--- src/rtl/pc_sequencer_pkg.sv ---
// pc_sequencer_pkg
//   Shared types and constants for the program-counter sequencer:
//   FSM state encoding, next-PC select codes, default reset/exception
//   targets and the 16-bit carry-lookahead adder used for PC+2.
package pc_sequencer_pkg;

  typedef enum logic {
    ST_RUN    = 1'b0,
    ST_HALTED = 1'b1
  } state_e;

  typedef enum logic [2:0] {
    SEL_HOLD  = 3'd0,
    SEL_INC   = 3'd1,
    SEL_EXC   = 3'd2,
    SEL_EPC   = 3'd3,
    SEL_REDIR = 3'd4
  } sel_e;

  localparam logic [15:0] DEF_RESET_PC   = 16'h0000;
  localparam logic [15:0] DEF_EXC_VECTOR = 16'h0002;

  // 16-bit carry-lookahead adder, carry-in 0, carry-out discarded.
  // Four 4-bit groups; group carries are resolved by lookahead, bits
  // inside a group ripple from the group carry.
  function automatic logic [15:0] cla16(input logic [15:0] a, input logic [15:0] b);
    logic [15:0] g, p, c;
    logic [2:0]  gg, pp;
    g = a & b;
    p = a ^ b;
    for (int k = 0; k < 3; k++) begin
      gg[k] = g[4*k+3]
            | (p[4*k+3] & g[4*k+2])
            | (p[4*k+3] & p[4*k+2] & g[4*k+1])
            | (p[4*k+3] & p[4*k+2] & p[4*k+1] & g[4*k]);
      pp[k] = &p[4*k +: 4];
    end
    c     = '0;
    c[4]  = gg[0] | (pp[0] & c[0]);
    c[8]  = gg[1] | (pp[1] & gg[0]) | (pp[1] & pp[0] & c[0]);
    c[12] = gg[2] | (pp[2] & gg[1]) | (pp[2] & pp[1] & gg[0])
          | (pp[2] & pp[1] & pp[0] & c[0]);
    for (int i = 1; i < 16; i++) begin
      if ((i % 4) != 0) c[i] = g[i-1] | (p[i-1] & c[i-1]);
    end
    return p ^ c;
  endfunction

endpackage

--- src/rtl/pc_sequencer_if.sv ---
// pc_sequencer_if
//   Control/status bundle between the core pipeline and the PC sequencer.
//   Pipeline -> sequencer: stall, redirect_valid, redirect_pc, siic, rti, halt.
//   Sequencer -> pipeline: pc, pc_inc, epc, fetch_valid, halted.
//   master = pipeline side, slave = sequencer side.
interface pc_sequencer_if;
  logic        stall;
  logic        redirect_valid;
  logic [15:0] redirect_pc;
  logic        siic;
  logic        rti;
  logic        halt;
  logic [15:0] pc;
  logic [15:0] pc_inc;
  logic [15:0] epc;
  logic        fetch_valid;
  logic        halted;

  modport master (
    output stall, redirect_valid, redirect_pc, siic, rti, halt,
    input  pc, pc_inc, epc, fetch_valid, halted
  );

  modport slave (
    input  stall, redirect_valid, redirect_pc, siic, rti, halt,
    output pc, pc_inc, epc, fetch_valid, halted
  );
endinterface

--- src/rtl/pc_sequencer_next_sel.sv ---
// pc_next_sel
//   Combinational next-PC selection: priority encoder over the commit
//   events followed by a 5:1 mux of candidate PCs.
//   Inputs : run_i (FSM in RUN), event strobes, stall, redirect target,
//            current pc, pc+2 and saved epc.
//   Outputs: pc_next_o (value for the PC register), epc_we_o (load epc
//            with pc+2 this edge).
module pc_next_sel
  import pc_sequencer_pkg::*;
#(
  parameter logic [15:0] EXC_VECTOR = DEF_EXC_VECTOR
) (
  input  logic        run_i,
  input  logic        halt_i,
  input  logic        siic_i,
  input  logic        rti_i,
  input  logic        redirect_valid_i,
  input  logic        stall_i,
  input  logic [15:0] redirect_pc_i,
  input  logic [15:0] pc_i,
  input  logic [15:0] pc_inc_i,
  input  logic [15:0] epc_i,
  output logic [15:0] pc_next_o,
  output logic        epc_we_o
);

  sel_e sel;

  // Control-flow events outrank stall; halt outranks everything.
  always_comb begin
    sel = SEL_HOLD;
    if (!run_i || halt_i)     sel = SEL_HOLD;
    else if (siic_i)          sel = SEL_EXC;
    else if (rti_i)           sel = SEL_EPC;
    else if (redirect_valid_i) sel = SEL_REDIR;
    else if (stall_i)         sel = SEL_HOLD;
    else                      sel = SEL_INC;
  end

  always_comb begin
    pc_next_o = pc_i;
    case (sel)
      SEL_INC:   pc_next_o = pc_inc_i;
      SEL_EXC:   pc_next_o = EXC_VECTOR;
      SEL_EPC:   pc_next_o = epc_i;
      SEL_REDIR: pc_next_o = {redirect_pc_i[15:1], 1'b0};
      default:   pc_next_o = pc_i;
    endcase
  end

  assign epc_we_o = (sel == SEL_EXC);

endmodule

--- src/rtl/pc_sequencer.sv ---
// pc_sequencer
//   Owns the 16-bit architectural PC at the head of fetch. Sequences
//   PC+2, branch/jump redirect, SIIC vector and RTI return; holds on
//   stall; freezes in HALTED until reset.
//   Ports: clk, rst (synchronous, active high), bus (pc_sequencer_if.slave).
//
//   state     | meaning
//   ST_RUN    | normal sequencing
//   ST_HALTED | pc/epc frozen, all inputs but rst ignored
module pc_sequencer
  import pc_sequencer_pkg::*;
#(
  parameter logic [15:0] RESET_PC   = DEF_RESET_PC,
  parameter logic [15:0] EXC_VECTOR = DEF_EXC_VECTOR
) (
  input  logic           clk,
  input  logic           rst,
  pc_sequencer_if.slave  bus
);

  state_e      state_q, state_d;
  logic [15:0] pc_q, pc_d;
  logic [15:0] epc_q, epc_d;
  logic        fetch_valid_q, fetch_valid_d;
  logic        halted_q, halted_d;
  logic [15:0] pc_inc;
  logic        epc_we;

  assign pc_inc = cla16(pc_q, 16'h0002);

  pc_next_sel #(.EXC_VECTOR(EXC_VECTOR)) u_next_sel (
    .run_i            (state_q == ST_RUN),
    .halt_i           (bus.halt),
    .siic_i           (bus.siic),
    .rti_i            (bus.rti),
    .redirect_valid_i (bus.redirect_valid),
    .stall_i          (bus.stall),
    .redirect_pc_i    (bus.redirect_pc),
    .pc_i             (pc_q),
    .pc_inc_i         (pc_inc),
    .epc_i            (epc_q),
    .pc_next_o        (pc_d),
    .epc_we_o         (epc_we)
  );

  always_comb begin
    state_d = state_q;
    epc_d   = epc_q;
    if (epc_we) epc_d = pc_inc;
    if (state_q == ST_RUN && bus.halt) state_d = ST_HALTED;
    halted_d      = (state_d == ST_HALTED);
    fetch_valid_d = (state_d == ST_RUN) && !bus.stall;
  end

  always_ff @(posedge clk) begin
    if (rst) begin
      state_q       <= ST_RUN;
      pc_q          <= RESET_PC;
      epc_q         <= 16'h0000;
      fetch_valid_q <= 1'b1;
      halted_q      <= 1'b0;
    end else begin
      state_q       <= state_d;
      pc_q          <= pc_d;
      epc_q         <= epc_d;
      fetch_valid_q <= fetch_valid_d;
      halted_q      <= halted_d;
    end
  end

  assign bus.pc          = pc_q;
  assign bus.pc_inc      = pc_inc;
  assign bus.epc         = epc_q;
  assign bus.fetch_valid = fetch_valid_q;
  assign bus.halted      = halted_q;

endmodule

--- src/flat_wrapper.sv ---
// flat-port wrapper written by rule: the top's interface ports become plain ports
module pc_sequencer_flat import pc_sequencer_pkg::*;
#(
  parameter logic [15:0] RESET_PC   = DEF_RESET_PC,
  parameter logic [15:0] EXC_VECTOR = DEF_EXC_VECTOR
)
  (clk, rst, bus_stall, bus_redirect_valid, bus_redirect_pc, bus_siic, bus_rti, bus_halt, bus_pc, bus_pc_inc, bus_epc, bus_fetch_valid, bus_halted);
  pc_sequencer_if bus_i ();
  input  logic clk;
  input  logic rst;
  input wire logic [$bits(bus_i.stall)-1:0] bus_stall;
  input wire logic [$bits(bus_i.redirect_valid)-1:0] bus_redirect_valid;
  input wire logic [$bits(bus_i.redirect_pc)-1:0] bus_redirect_pc;
  input wire logic [$bits(bus_i.siic)-1:0] bus_siic;
  input wire logic [$bits(bus_i.rti)-1:0] bus_rti;
  input wire logic [$bits(bus_i.halt)-1:0] bus_halt;
  output wire logic [$bits(bus_i.pc)-1:0] bus_pc;
  output wire logic [$bits(bus_i.pc_inc)-1:0] bus_pc_inc;
  output wire logic [$bits(bus_i.epc)-1:0] bus_epc;
  output wire logic [$bits(bus_i.fetch_valid)-1:0] bus_fetch_valid;
  output wire logic [$bits(bus_i.halted)-1:0] bus_halted;
  assign bus_i.stall = bus_stall;
  assign bus_i.redirect_valid = bus_redirect_valid;
  assign bus_i.redirect_pc = bus_redirect_pc;
  assign bus_i.siic = bus_siic;
  assign bus_i.rti = bus_rti;
  assign bus_i.halt = bus_halt;
  assign bus_pc = bus_i.pc;
  assign bus_pc_inc = bus_i.pc_inc;
  assign bus_epc = bus_i.epc;
  assign bus_fetch_valid = bus_i.fetch_valid;
  assign bus_halted = bus_i.halted;
  pc_sequencer #(.RESET_PC(RESET_PC), .EXC_VECTOR(EXC_VECTOR)) u_core (.clk(clk), .rst(rst), .bus(bus_i));
endmodule
--- config.mk ---
export PLATFORM = sky130hd
export DESIGN_NAME = pc_sequencer_flat
export DESIGN_NICKNAME = d
export VERILOG_FILES = /design/src/rtl/pc_sequencer_pkg.sv /design/src/rtl/pc_sequencer_if.sv /design/src/rtl/pc_sequencer_next_sel.sv /design/src/rtl/pc_sequencer.sv /design/src/flat_wrapper.sv
export SDC_FILE = /design/constraint.sdc
export NUM_CORES = 1
export LEC_CHECK = 0
export ABC_AREA = 1
export BUFFER_PORTS_ARGS = -buffer_cell sky130_fd_sc_hd__buf_2
export CAP_MARGIN = 15
export CORE_MARGIN = 2
export CORE_UTILIZATION = 53
export CTS_CLUSTER_SIZE = 40
export DETAILED_ROUTE_END_ITERATION = 8
export PLACE_DENSITY = 0.85
export SLEW_MARGIN = 10
export SYNTH_ARGS = -nofsm -noshare
export SYNTH_HDL_FRONTEND = slang
export SYNTH_HIERARCHICAL = 1
export SYNTH_SLANG_ARGS = --single-unit
--- constraint.sdc ---
create_clock -name clk -period 4.3 [get_ports clk]
set_input_delay 0.43 -clock clk [delete_from_list [all_inputs] [get_ports clk]]
set_output_delay 0.43 -clock clk [all_outputs]
set_load 0.01 [all_outputs]
# == After elaboration in Yosys (flattened, before gate mapping) ==
# Cells that the tools add are included.
# word_totals
output_inout_bits,50
regBits,34
wordCells,41
# op_classes
n_reduce_logical,7
bitwise,19
eq_ne,4
n_mux,7
# op_table
operator,n
16-bit one-hot mux with 4 select lines,1
16-bit bitwise XOR,1
1-bit bitwise AND,15
3-bit 2-to-1 mux,4
4-bit AND reduction,2
3-bit by 2-bit equality test with 1-bit output (second input constant),2
4-bit nonzero test,1
3-bit by 1-bit equality test with 1-bit output (second input constant),1
3-bit equality test (second input constant),1
1-bit inverter,3
1-bit logical AND,2
1-bit 2-to-1 mux,2
1-bit logical NOT,1
1-bit logical OR,1

# == Longest topological paths before layout ==
# depth
word_depth,8
depth_mapped,14

# == By module ==
# Netlist, hierarchy kept.
# modules_own_cells
mod,seq_area_each_um2,cells_per_inst,area_each_um2,instances
pc_sequencer,680.7,175,1340.0,1
pc_next_sel,0.0,122,660.6,1

# == Worst setup path before layout ==
# OpenSTA, ideal clock, no wires.
# synth_path
kind,register to output
startpoint,"reg u_core.pc_q[1], in the netlist u_core/bus.pc[1]"
endpoint,out bus_pc_inc[15]
slack_ns,2.429
t_required_ns,3.870
t_arrival_ns,1.441
stages_incl_launch_ff,11
n_path_buf,0
cell_sequence,dfxtp_1 > inv_1 > nor2_1 > nand2_1 > nor2_1 > ha_1 > ha_1 > ha_1 > inv_1 > nand2_1 > nand2_1
# synth_via
elab_chain_cells,6
# synth_lines
item,line_no,text
"start, declared",pc_sequencer.sv:22,"logic [15:0] pc_q, pc_d;"
"start signal, assigned",pc_sequencer.sv:64,pc_q <= pc_d;
1-bit bitwise AND,pc_sequencer_pkg.sv:34,| (p[4*k+3] & p[4*k+2] & g[4*k+1])
1-bit bitwise AND,pc_sequencer_pkg.sv:41,c[12] = gg[2] | (pp[2] & gg[1]) | (pp[2] & pp[1] & gg[0])
1-bit bitwise AND (3 in series),pc_sequencer_pkg.sv:44,if ((i % 4) != 0) c[i] = g[i-1] | (p[i-1] & c[i-1]);
16-bit bitwise XOR,pc_sequencer_pkg.sv:46,return p ^ c;
"end, declared",flat_wrapper.sv:18,output wire logic [$bits(bus_i.pc_inc)-1:0] bus_pc_inc;
# No other way between the ends.

# == Final worst setup path ==
# Ends and elaborated chain as after synthesis.

==> metrics.txt <==
CP Class reg -> out; Final Total Pwr 695 uW; relative slew slack 50.9%; Syn-to-layout area delta 20.2%; H-tree lvl count 2; Core Util, Final 66.2%; Final Instance Area 0.00240 mm^2; Cells after Synth 297; CORE AREA 0.00363 mm^2; WL per Instance 13.4 um; syn nets 330; RSZ-0062 raised after global routing no; initial antenna violation count 0; full die area 0.00428 mm^2; total grt overflow 0; status finished clean; area leader, netlist dfxtp_1; Max rail drop VDD 0.000205 V; via/cell ratio 5.34; DP Cell Count 399; Area after DPL 0.00231 mm^2; drt pass-1 iters 5; FF/Latch Area 681 um^2; fin nets 391; Tmin final 2.40 ns; Setup Viol. Count Final 0; Die Ht 65.4 um; number of synthesized register bits 34; max-slew violations 0; power per cell area 289 mW/mm^2; CTS buffer count 5; Hold Buf Count CTS 0; final WL 5450 um; critical-path maximum fanout 5; CP arrival 1.97 ns; Post-Layout Cell Count 407; synthesized area 0.00200 mm^2; Post-CTS Setup Bufs 0; gpl congestion 0.785; period utilization 55.7%; first-pass GRT wire length 8820 um; Rows 22; GRT Total Usage 26.7%; Clock Skew 0.00362 ns; nature of the critical path endpoint primary output; maximum number of pins on one net before global-route repair 23; initial core utilization 55.1%; Initial DRC Count 171; Reg clk slew, reported paths 0.07 ns; endpoints failing hold 0; Setup crit start kind flip-flop; top cells by area, synth dfxtp_1 (34%), nand2_1 (9.9%), nand3_1 (9.8%); fmax 0.417 GHz; r2r setup slk 2.37 ns; io pins 73; Synth Warn # 6; number of nets with antenna violations after routing 0; post_cts resized 0; maximum capacitance violations 0; via count 2175; Final WS setup 1.90 ns; Yosys cell types 22; Crit path required time 3.87 ns; Syn Area/Cell 6.74 um^2; port buffer count 71; area occupied by multi-input gates 0.00106 mm^2; number of global-route vias before repair 1946; share of cells above drive strength 1 24.8%; CTS tree done; DR DRC count 0; CTS max path bufs 2; setup TNS 0 ns; leak pwr 1.33 nW; Synth top area share 34.0%; Layout fillers 347; worst slack, placed 2.21 ns; Clock Sink Count 34; Die Wd 65.4 um; sequential share of the synthesized area 34.0%; hpwl dp 3680 um; hold slack 0.352 ns; class of the worst hold path in -> reg; worst skew pair latency 0.28 ns; ANT cells 0; Root Driver clkbuf_8; Least-Margin Pin Slew 0.736 ns
cell families after synthesis:
group	synth area share (%)
simple gates	42.3
buf+inv	12.8
flops	34.0
compound gates	4.57
fa+ha+maj	6.25
routing by layer:
| metal | part of all wire [%] | vias to the layer above | track usage, % |
|---|---|---|---|
| met5 | 0 | - | 0 |
| met4 | 1.6 | 0 | 8.59 |
| met3 | 10 | 15 | 5.65 |
| met2 | 48 | 129 | 45.7 |
| met1 | 40 | 959 | 33.5 |
| li1 | - | 1072 | - |
Yosys cell counts (all sizes together):
| library cell | instances |
|---|---|
| inv | 41 |
| clkbuf | 1 |
| ha | 10 |
| nor2 | 55 |
| o21ai | 14 |
| nand4 | 16 |
| a21oi | 2 |
| dfxtp | 34 |
| nand3 | 40 |
| buf | 16 |
| nand2 | 54 |
| nand3b | 14 |
power by group:
| group | leakage, nW | internal, mW | switching [mW] |
|---|---|---|---|
| registers | 0.277 | 0.329 | 0.0111 |
| logic | 1.01 | 0.0377 | 0.0708 |
| clock network | 0.0482 | 0.129 | 0.117 |
| total | 1.33 | 0.496 | 0.199 |
final timing paths:
| path | startpoint | to | cells past startpoint |
|---|---|---|---|
| setup / recovery | u_core/bus.pc[1]$_SDFF_PP0_ | bus_pc_inc[15] | 11 |
| hold / removal | bus_stall | u_core/bus.fetch_valid$_SDFF_PP1_ | 2 |
| setup reg to reg | u_core/state_q$_SDFF_PP0_ | u_core/bus.pc[4]$_SDFF_PP0_ | 9 |
| hold reg to reg | u_core/bus.epc[4]$_SDFFE_PP0P_ | u_core/bus.epc[4]$_SDFFE_PP0P_ | 2 |
critical path, cell delays in order, from the launching register on:
cell and delay [ns]:
dfxtp_1 0.41, inv_1 0.10, nor2_1 0.20, nand2_1 0.10, nor2_1 0.11, ha_1 0.16
ha_1 0.14, ha_1 0.15, inv_1 0.04, nand2_1 0.06, nand2_1 0.07, buf_2 0.14
layout make-up:
class | count | area share (%)
multi-input combinational | 205 | 44.2
sequential | 34 | 28.3
timing repair buffer | 71 | 14.8
inverter | 41 | 6.40
clock buffer | 7 | 3.59
tap | 48 | 2.50
clock inverter | 1 | 0.208
state kept, by name, indices dropped and copies added, names as in the netlist:
signal,count
u_core/bus.epc,16
u_core/bus.pc,16
u_core/bus.fetch_valid,1
u_core/state_q,1
cells in the final DEF, fill, tap and decap left out:
master    instances
a21oi_1           2
buf_2            71
clkbuf_1          1
clkbuf_8          6
clkinv_2          1
dfxtp_1          34
ha_1             10
inv_1            36
inv_2             5
nand2_1          53
nand2_2           1
nand3_1          39
nand3_4           1
nand3b_1         14
nand4_1          16
nor2_1           52
nor2_2            1
nor2_4            2
o21ai_0           9
o21ai_1           4
o21ai_4           1
Power figures use the tool's default switching activity.
